**src/rtl/p3_pkg.sv**
```systemverilog
// Shared constants for the packet-buffer adapters: state encoding, default
// widths and the memory/stream word width derivation used by both adapters.
package p3_pkg;

  localparam int DEF_BYTE_ADDR_WIDTH = 12;
  localparam int DEF_ADDR_WIDTH      = 9;

  localparam logic [1:0] IDLE_ENC  = 2'd0;
  localparam logic [1:0] WRITE_ENC = 2'd1;
  localparam logic [1:0] DROP_ENC  = 2'd2;
  localparam logic [1:0] DONE_ENC  = 2'd3;

  typedef enum logic [1:0] {
    IDLE  = IDLE_ENC,
    WRITE = WRITE_ENC,
    DROP  = DROP_ENC,
    DONE  = DONE_ENC
  } snoop_state_t;

  // One buffer word holds 2**(byte bits - word bits) bytes.
  function automatic int data_width(input int byte_addr_w, input int addr_w);
    return (1 << (byte_addr_w - addr_w)) * 8;
  endfunction

endpackage

```
**src/rtl/keep_popcount.sv**
```systemverilog
// Combinational count of asserted TKEEP lanes.
module keep_popcount #(
  parameter int KEEP_WIDTH = 8,
  parameter int CNT_W      = $clog2(KEEP_WIDTH) + 1
) (
  input  logic [KEEP_WIDTH-1:0] keep,
  output logic [CNT_W-1:0]      cnt
);

  always_comb begin
    cnt = '0;
    for (int i = 0; i < KEEP_WIDTH; i++) begin
      cnt = cnt + CNT_W'(keep[i]);
    end
  end

endmodule

```
**src/rtl/snooper_adapter.sv**
```systemverilog
// Passive AXI-Stream tap that writes one packet into a granted buffer,
// counts its bytes and reports completion to the buffer manager.
module snooper_adapter
  import p3_pkg::*;
#(
  parameter int BYTE_ADDR_WIDTH = DEF_BYTE_ADDR_WIDTH,
  parameter int ADDR_WIDTH      = DEF_ADDR_WIDTH,
  parameter int DATA_WIDTH      = data_width(BYTE_ADDR_WIDTH, ADDR_WIDTH),
  parameter int KEEP_WIDTH      = DATA_WIDTH / 8
) (
  input  logic                       clk,
  input  logic                       rst,
  input  logic [DATA_WIDTH-1:0]      sn_TDATA,
  input  logic [KEEP_WIDTH-1:0]      sn_TKEEP,
  input  logic                       sn_TLAST,
  input  logic                       sn_TVALID,
  output logic                       sn_TREADY,
  input  logic                       buf_rdy,
  output logic                       wr_en,
  output logic [ADDR_WIDTH-1:0]      wr_addr,
  output logic [DATA_WIDTH-1:0]      wr_data,
  output logic [BYTE_ADDR_WIDTH:0]   byte_length,
  output logic                       truncated,
  output logic                       done
);

  localparam int CNT_W = $clog2(KEEP_WIDTH) + 1;
  localparam logic [BYTE_ADDR_WIDTH:0] BYTE_MAX = (BYTE_ADDR_WIDTH+1)'(1) << BYTE_ADDR_WIDTH;

  function automatic logic [BYTE_ADDR_WIDTH:0] sat_bytes(
    input logic [BYTE_ADDR_WIDTH:0] acc,
    input logic [CNT_W-1:0]         add
  );
    logic [BYTE_ADDR_WIDTH+1:0] sum;
    sum = {1'b0, acc} + (BYTE_ADDR_WIDTH+2)'(add);
    if (sum > {1'b0, BYTE_MAX}) return BYTE_MAX;
    return sum[BYTE_ADDR_WIDTH:0];
  endfunction

  snoop_state_t               state, state_n;
  logic                       tready_q;
  logic                       in_pkt;
  logic [ADDR_WIDTH:0]        word_idx, word_idx_n;
  logic [BYTE_ADDR_WIDTH:0]   byte_cnt, byte_cnt_n;
  logic                       trunc_q, trunc_n;
  logic                       wr_en_p1, wr_en_n;
  logic [ADDR_WIDTH-1:0]      wr_addr_p1, wr_addr_n;
  logic [DATA_WIDTH-1:0]      wr_data_p1, wr_data_n;
  logic [CNT_W-1:0]           keep_cnt;
  logic                       beat_p0;

  keep_popcount #(
    .KEEP_WIDTH (KEEP_WIDTH),
    .CNT_W      (CNT_W)
  ) u_popcount (
    .keep (sn_TKEEP),
    .cnt  (keep_cnt)
  );

  assign beat_p0 = sn_TVALID & tready_q;

  always_ff @(posedge clk or posedge rst) begin
    if (rst) begin
      tready_q <= 1'b0;
      in_pkt   <= 1'b0;
    end else begin
      tready_q <= 1'b1;
      if (beat_p0) in_pkt <= ~sn_TLAST;
    end
  end

  // Stage p0 -> p1: accepted beat decides the write and next state.
  always_comb begin
    state_n    = state;
    word_idx_n = word_idx;
    byte_cnt_n = byte_cnt;
    trunc_n    = trunc_q;
    wr_en_n    = 1'b0;
    wr_addr_n  = wr_addr_p1;
    wr_data_n  = wr_data_p1;
    unique case (state)
      IDLE: begin
        if (beat_p0 && !in_pkt) begin
          if (buf_rdy) begin
            wr_en_n    = 1'b1;
            wr_addr_n  = '0;
            wr_data_n  = sn_TDATA;
            word_idx_n = (ADDR_WIDTH+1)'(1);
            byte_cnt_n = (BYTE_ADDR_WIDTH+1)'(keep_cnt);
            state_n    = sn_TLAST ? DONE : WRITE;
          end else if (!sn_TLAST) begin
            state_n = DROP;
          end
        end
      end
      WRITE: begin
        if (beat_p0) begin
          if (word_idx[ADDR_WIDTH]) begin
            trunc_n    = 1'b1;
            byte_cnt_n = BYTE_MAX;
          end else begin
            wr_en_n    = 1'b1;
            wr_addr_n  = word_idx[ADDR_WIDTH-1:0];
            wr_data_n  = sn_TDATA;
            word_idx_n = word_idx + 1'b1;
            byte_cnt_n = sat_bytes(byte_cnt, keep_cnt);
          end
          if (sn_TLAST) state_n = DONE;
        end
      end
      DROP: begin
        if (beat_p0 && sn_TLAST) state_n = IDLE;
      end
      DONE: begin
        // Hold the result until the manager withdraws the grant.
        if (!buf_rdy) begin
          state_n    = IDLE;
          word_idx_n = '0;
          byte_cnt_n = '0;
          trunc_n    = 1'b0;
        end
      end
      default: state_n = IDLE;
    endcase
  end

  always_ff @(posedge clk or posedge rst) begin
    if (rst) begin
      state      <= IDLE;
      word_idx   <= '0;
      byte_cnt   <= '0;
      trunc_q    <= 1'b0;
      wr_en_p1   <= 1'b0;
      wr_addr_p1 <= '0;
      wr_data_p1 <= '0;
    end else begin
      state      <= state_n;
      word_idx   <= word_idx_n;
      byte_cnt   <= byte_cnt_n;
      trunc_q    <= trunc_n;
      wr_en_p1   <= wr_en_n;
      wr_addr_p1 <= wr_addr_n;
      wr_data_p1 <= wr_data_n;
    end
  end

  // Stage p1: registered memory write and status outputs.
  assign sn_TREADY   = tready_q;
  assign wr_en       = wr_en_p1;
  assign wr_addr     = wr_addr_p1;
  assign wr_data     = wr_data_p1;
  assign byte_length = byte_cnt;
  assign truncated   = trunc_q;
  assign done        = (state == DONE);

endmodule

```
**config.mk**
```make
export PLATFORM = sky130hd
export DESIGN_NAME = snooper_adapter
export DESIGN_NICKNAME = d
export VERILOG_FILES = /design/src/rtl/p3_pkg.sv /design/src/rtl/keep_popcount.sv /design/src/rtl/snooper_adapter.sv
export SDC_FILE = /design/constraint.sdc
export NUM_CORES = 1
export LEC_CHECK = 0
export BUFFER_PORTS_ARGS = -buffer_cell sky130_fd_sc_hd__buf_2
export CORE_UTILIZATION = 56
export CTS_BUF_LIST = sky130_fd_sc_hd__clkbuf_8
export CTS_CLUSTER_DIAMETER = 100
export DETAILED_ROUTE_END_ITERATION = 10
export PLACE_DENSITY = 0.92
export RECOVER_POWER = 25
export SLEW_MARGIN = 20
export SYNTH_ARGS = -nofsm -noshare
export SYNTH_HDL_FRONTEND = slang
export SYNTH_HIERARCHICAL = 1
export SYNTH_SLANG_ARGS = --single-unit
```
**constraint.sdc**
```tcl
create_clock -name clk -period 6.7 [get_ports clk]
set_input_delay 0.335 -clock clk [delete_from_list [all_inputs] [get_ports clk]]
set_output_delay 0.335 -clock clk [all_outputs]
set_load 0.03 [all_outputs]
```
==> results.json <==
{
  "cp_common_cell": "fa_1",
  "slew_headroom_pct": 29.3,
  "ys_seq_area_share_pct": 52.9,
  "antenna_found_initial": 0,
  "grt_max_degree": 84,
  "worst-path-buf-inv": 3,
  "r2r_cells": 10,
  "clock_latency_ps": 360,
  "track_usage_pct": 26.5,
  "r2r_end": "byte_length[2]",
  "powerDensity_nw_per_um2": 418,
  "hold_path_depth": 3,
  "clockPowerShare_pct": 15.3,
  "synth_ff_type": "dfrtp_1",
  "initialDrtViolationCount": 147,
  "required_ps": 6990,
  "grt_pass1_vias": 4033,
  "rows": 33,
  "regArea_sq_um": 2550,
  "synth-async-reset-ratio_pct": 100,
  "setup_viol": 0,
  "cap_violations": 0,
  "top_layer": "met4",
  "final_nets": 786,
  "cts_tree": "done",
  "io_pins": 167,
  "path_clk_slew_ps": 100,
  "place_congestion": 0.936,
  "dp_hpwl_mm": 8.57,
  "critPathMaxStageDelay_ps": 560,
  "syn_area_per_cell_sq_um": 8.92,
  "crit_chain": "buf_2, inv_1, fa_1, fa_1, fa_1, fa_1, inv_1, fa_1, a211o_2, o21a_2, or3_1, a2111oi_2, a31oi_1, o21ai_2, and2_2, a221o_1",
  "place_ws_ps": 1360,
  "worst-path-stages": 16,
  "holdPathEnd": "wr_data[27]",
  "hold_path_class": "input pin to register",
  "outcome": "finished, final reports clean",
  "drive_gt1_share_pct": 21.1,
  "cts_max_path_buffers": 2,
  "power_frac_comb_pct": 45.1,
  "wire_per_inst_microns": 14.5,
  "crit_fanout": 14,
  "wl_met2_mm": 5.87,
  "fmax_mhz": 200,
  "grt_overflow": 0,
  "cp.arrival_ps": 5300,
  "period_needed_ps": 5010,
  "initial_core_util_pct": 58.4,
  "leakagePower_uw": 0.00310,
  "finClkSkew_ps": 15.5,
  "die_w_microns": 94.8,
  "peakVddDrop_uv": 190,
  "synth-edff-count": 0,
  "htreeDepth": 3,
  "rr_startpoint": "byte_length[0]",
  "cts-buffers-inserted": 9,
  "wl_met1_mm": 4.74,
  "cts.sinks": 102,
  "crit_type": "input pin to register",
  "clock-root-buffer": "clkbuf_8",
  "routed_via_density": 5.46,
  "syn-num-nets": 631,
  "syn2layout_area_growth_pct": 20.6,
  "rsz0062_at_grt": "no",
  "slew_viol_final": 0,
  "io_buffers": 166,
  "seqPwrFrac_pct": 39.6,
  "firstDrtPassIters": 6,
  "syn-cell-area_sq_um": 4830,
  "worst_slew_pin_slew_ps": 1060,
  "r2r_slack_ps": 3170,
  "total_power_uw": 2430,
  "n_antenna_cell": 0,
  "hp-start": "sn_TDATA[27]",
  "drc": 0,
  "synth-seq-cells": 102,
  "cp-start-kind": "input pin",
  "cellInternalPower_uw": 1280,
  "die_area_sq_um": 8990,
  "fin_crit_sh_pct": 74.7,
  "switching_share_pct": 47.3,
  "cp_slowest_cell": "fa_1",
  "grt_pass1_wl_mm": 18.4,
  "final_area_sq_um": 5820,
  "vias": 4402,
  "finalWorstSetupSlack_ps": 1690,
  "multi_input_area_sq_um": 2060,
  "num-fill-cells": 651,
  "path_delay_family": "adder cells",
  "tns_ps": 0,
  "synthCells": 541,
  "route.met3.wl_microns": 773,
  "cp-end-kind": "register",
  "ys_warn_count": 6,
  "routed_wl_mm": 11.7,
  "die_height_microns": 94.8,
  "synthDistinctLibCells": 60,
  "p_switching_uw": 1150,
  "core_area_sq_um": 8260,
  "finalHoldViolations": 0,
  "antenna_left": 0,
  "dpl_cell_area_sq_um": 5680
}
-- power by group through the flow --
stage / clock [uW] / combinational [uW] / sequential (uW)
after global placement: 0 / 1100 / 954
after floorplan: 0 / 399 / 1350
after CTS: 379 / 1140 / 956
after detailed placement: 0 / 1130 / 968
final: 372 / 1100 / 963
after global routing: 405 / 1190 / 986
-- through the flow --
step	std cells	hold slack, ps	util [%]
6_report	806	161	70.5
5_1_grt	806	142	70.5
4_1_cts	806	142	71.3
3_5_place_dp	789	311	68.8
3_3_place_gp	789	303	68.8
2_1_floorplan	541	440	-
-- cells in the mapped netlist (2+ instances only) --
cell type  instances  share of area, %
a211oi_1           2              0.31
a21boi_0           2              0.31
a21o_1             2              0.31
a21oi_1            7              0.73
a221o_1            4              0.83
a31oi_1            8               1.0
and2_1             2              0.26
and3_1            10               1.3
buf_1              3              0.23
buf_2              2              0.21
buf_4              2              0.31
buf_6              3              0.70
clkbuf_1          16               1.2
dfrtp_1          102                53
fa_1               5               2.1
ha_1               8               2.1
inv_1             21               1.6
mux2i_1            3              0.62
nand2_1          225                18
nand2b_1           3              0.39
nand3_1           10               1.0
nand3b_1           3              0.47
nand4_1            6              0.78
nor2_1            14               1.1
nor3_1             8              0.83
o211ai_1           2              0.31
o21ai_0           22               2.3
o31ai_1            5              0.78
or3_1              3              0.39
xnor2_1            5              0.91
xor2_1             4              0.73
-- worst min-delay path, cell delays in order --
cell and delay [ps]:
buf_2 70, nand2_1 40, nand2_1 40
-- repair_timing --
item / in CTS / in global routing
endpoints found under the hold margin: 22 / 0
resized for setup: 0 / 0
setup buffers: 0 / 0
hold buffers: 1 / 0
-- layout by cell type (no fill, tap or decap), types with 2 or more instances in the layout --
cell type,count
clkbuf_8,11
nor2_1,14
buf_4,3
nand2_1,225
a21boi_0,2
nand3b_1,3
buf_2,117
fa_1,5
xnor2_1,5
o31ai_1,5
dfrtp_1,102
a221o_1,4
ha_1,8
mux2i_1,3
nor3_1,8
nand3_1,10
and2_1,2
xor2_1,4
o211ai_1,2
inv_6,2
inv_1,20
a211oi_1,2
a21o_1,2
or3_1,3
a31oi_1,8
nand4_1,6
o21ai_0,22
clkbuf_1,49
nand2b_1,3
and3_1,10
a21oi_1,7
-- logic make-up (layout without fill, tap and decap cells) --
kind of cell | after synthesis | count (layout) | share of synthesized area (%)
AOI/OAI and AO/OA | 72 | 72 | 10.6
xor gates and xnor gates | 9 | 9 | 1.63
adders and majority gates | 13 | 13 | 4.15
buffers and inverters | 48 | 208 | 4.41
DFF | 102 | 102 | 52.9
muxes | 3 | 3 | 0.622
other | 1 | 1 | 0.0777
and+or+nand+nor | 293 | 293 | 25.6
-- worst max-delay path by stage --
| stage | startpoint | to |
|---|---|---|
| global placement | sn_TKEEP[2] | byte_length[1] |
| CTS | sn_TKEEP[2] | byte_length[1] |
| global route | sn_TKEEP[2] | byte_length[1] |
| detailed placement | sn_TKEEP[2] | byte_length[0] |
| finish | sn_TKEEP[2] | byte_length[2] |
| floorplan | sn_TKEEP[2] | byte_length[10] |
-- registers in the layout, summed over array words and instances, names as in the netlist --
| register | count |
|---|---|
| byte_length | 13 |
| in_pkt | 1 |
| sn_TREADY | 1 |
| state | 2 |
| truncated | 1 |
| word_idx | 10 |
| wr_addr | 9 |
| wr_data | 64 |
| wr_en | 1 |
-- layout make-up --
| class | instances | share of cell area, % |
|---|---|---|
| Inverter | 22 | 1.44 |
| Multi-Input combinational cell | 391 | 35.4 |
| Clock buffer | 11 | 2.60 |
| Clock inverter | 5 | 0.688 |
| Sequential cell | 102 | 43.8 |
| Tap cell | 105 | 2.26 |
| Timing Repair Buffer | 170 | 13.8 |
-- layer usage --
metal	track usage, %	vias up
met5	0	-
met4	9.97	0
met3	5.23	29
met2	46.6	193
met1	32.1	2091
li1	-	2089
Note: power is estimated with default switching activity, not from simulation.
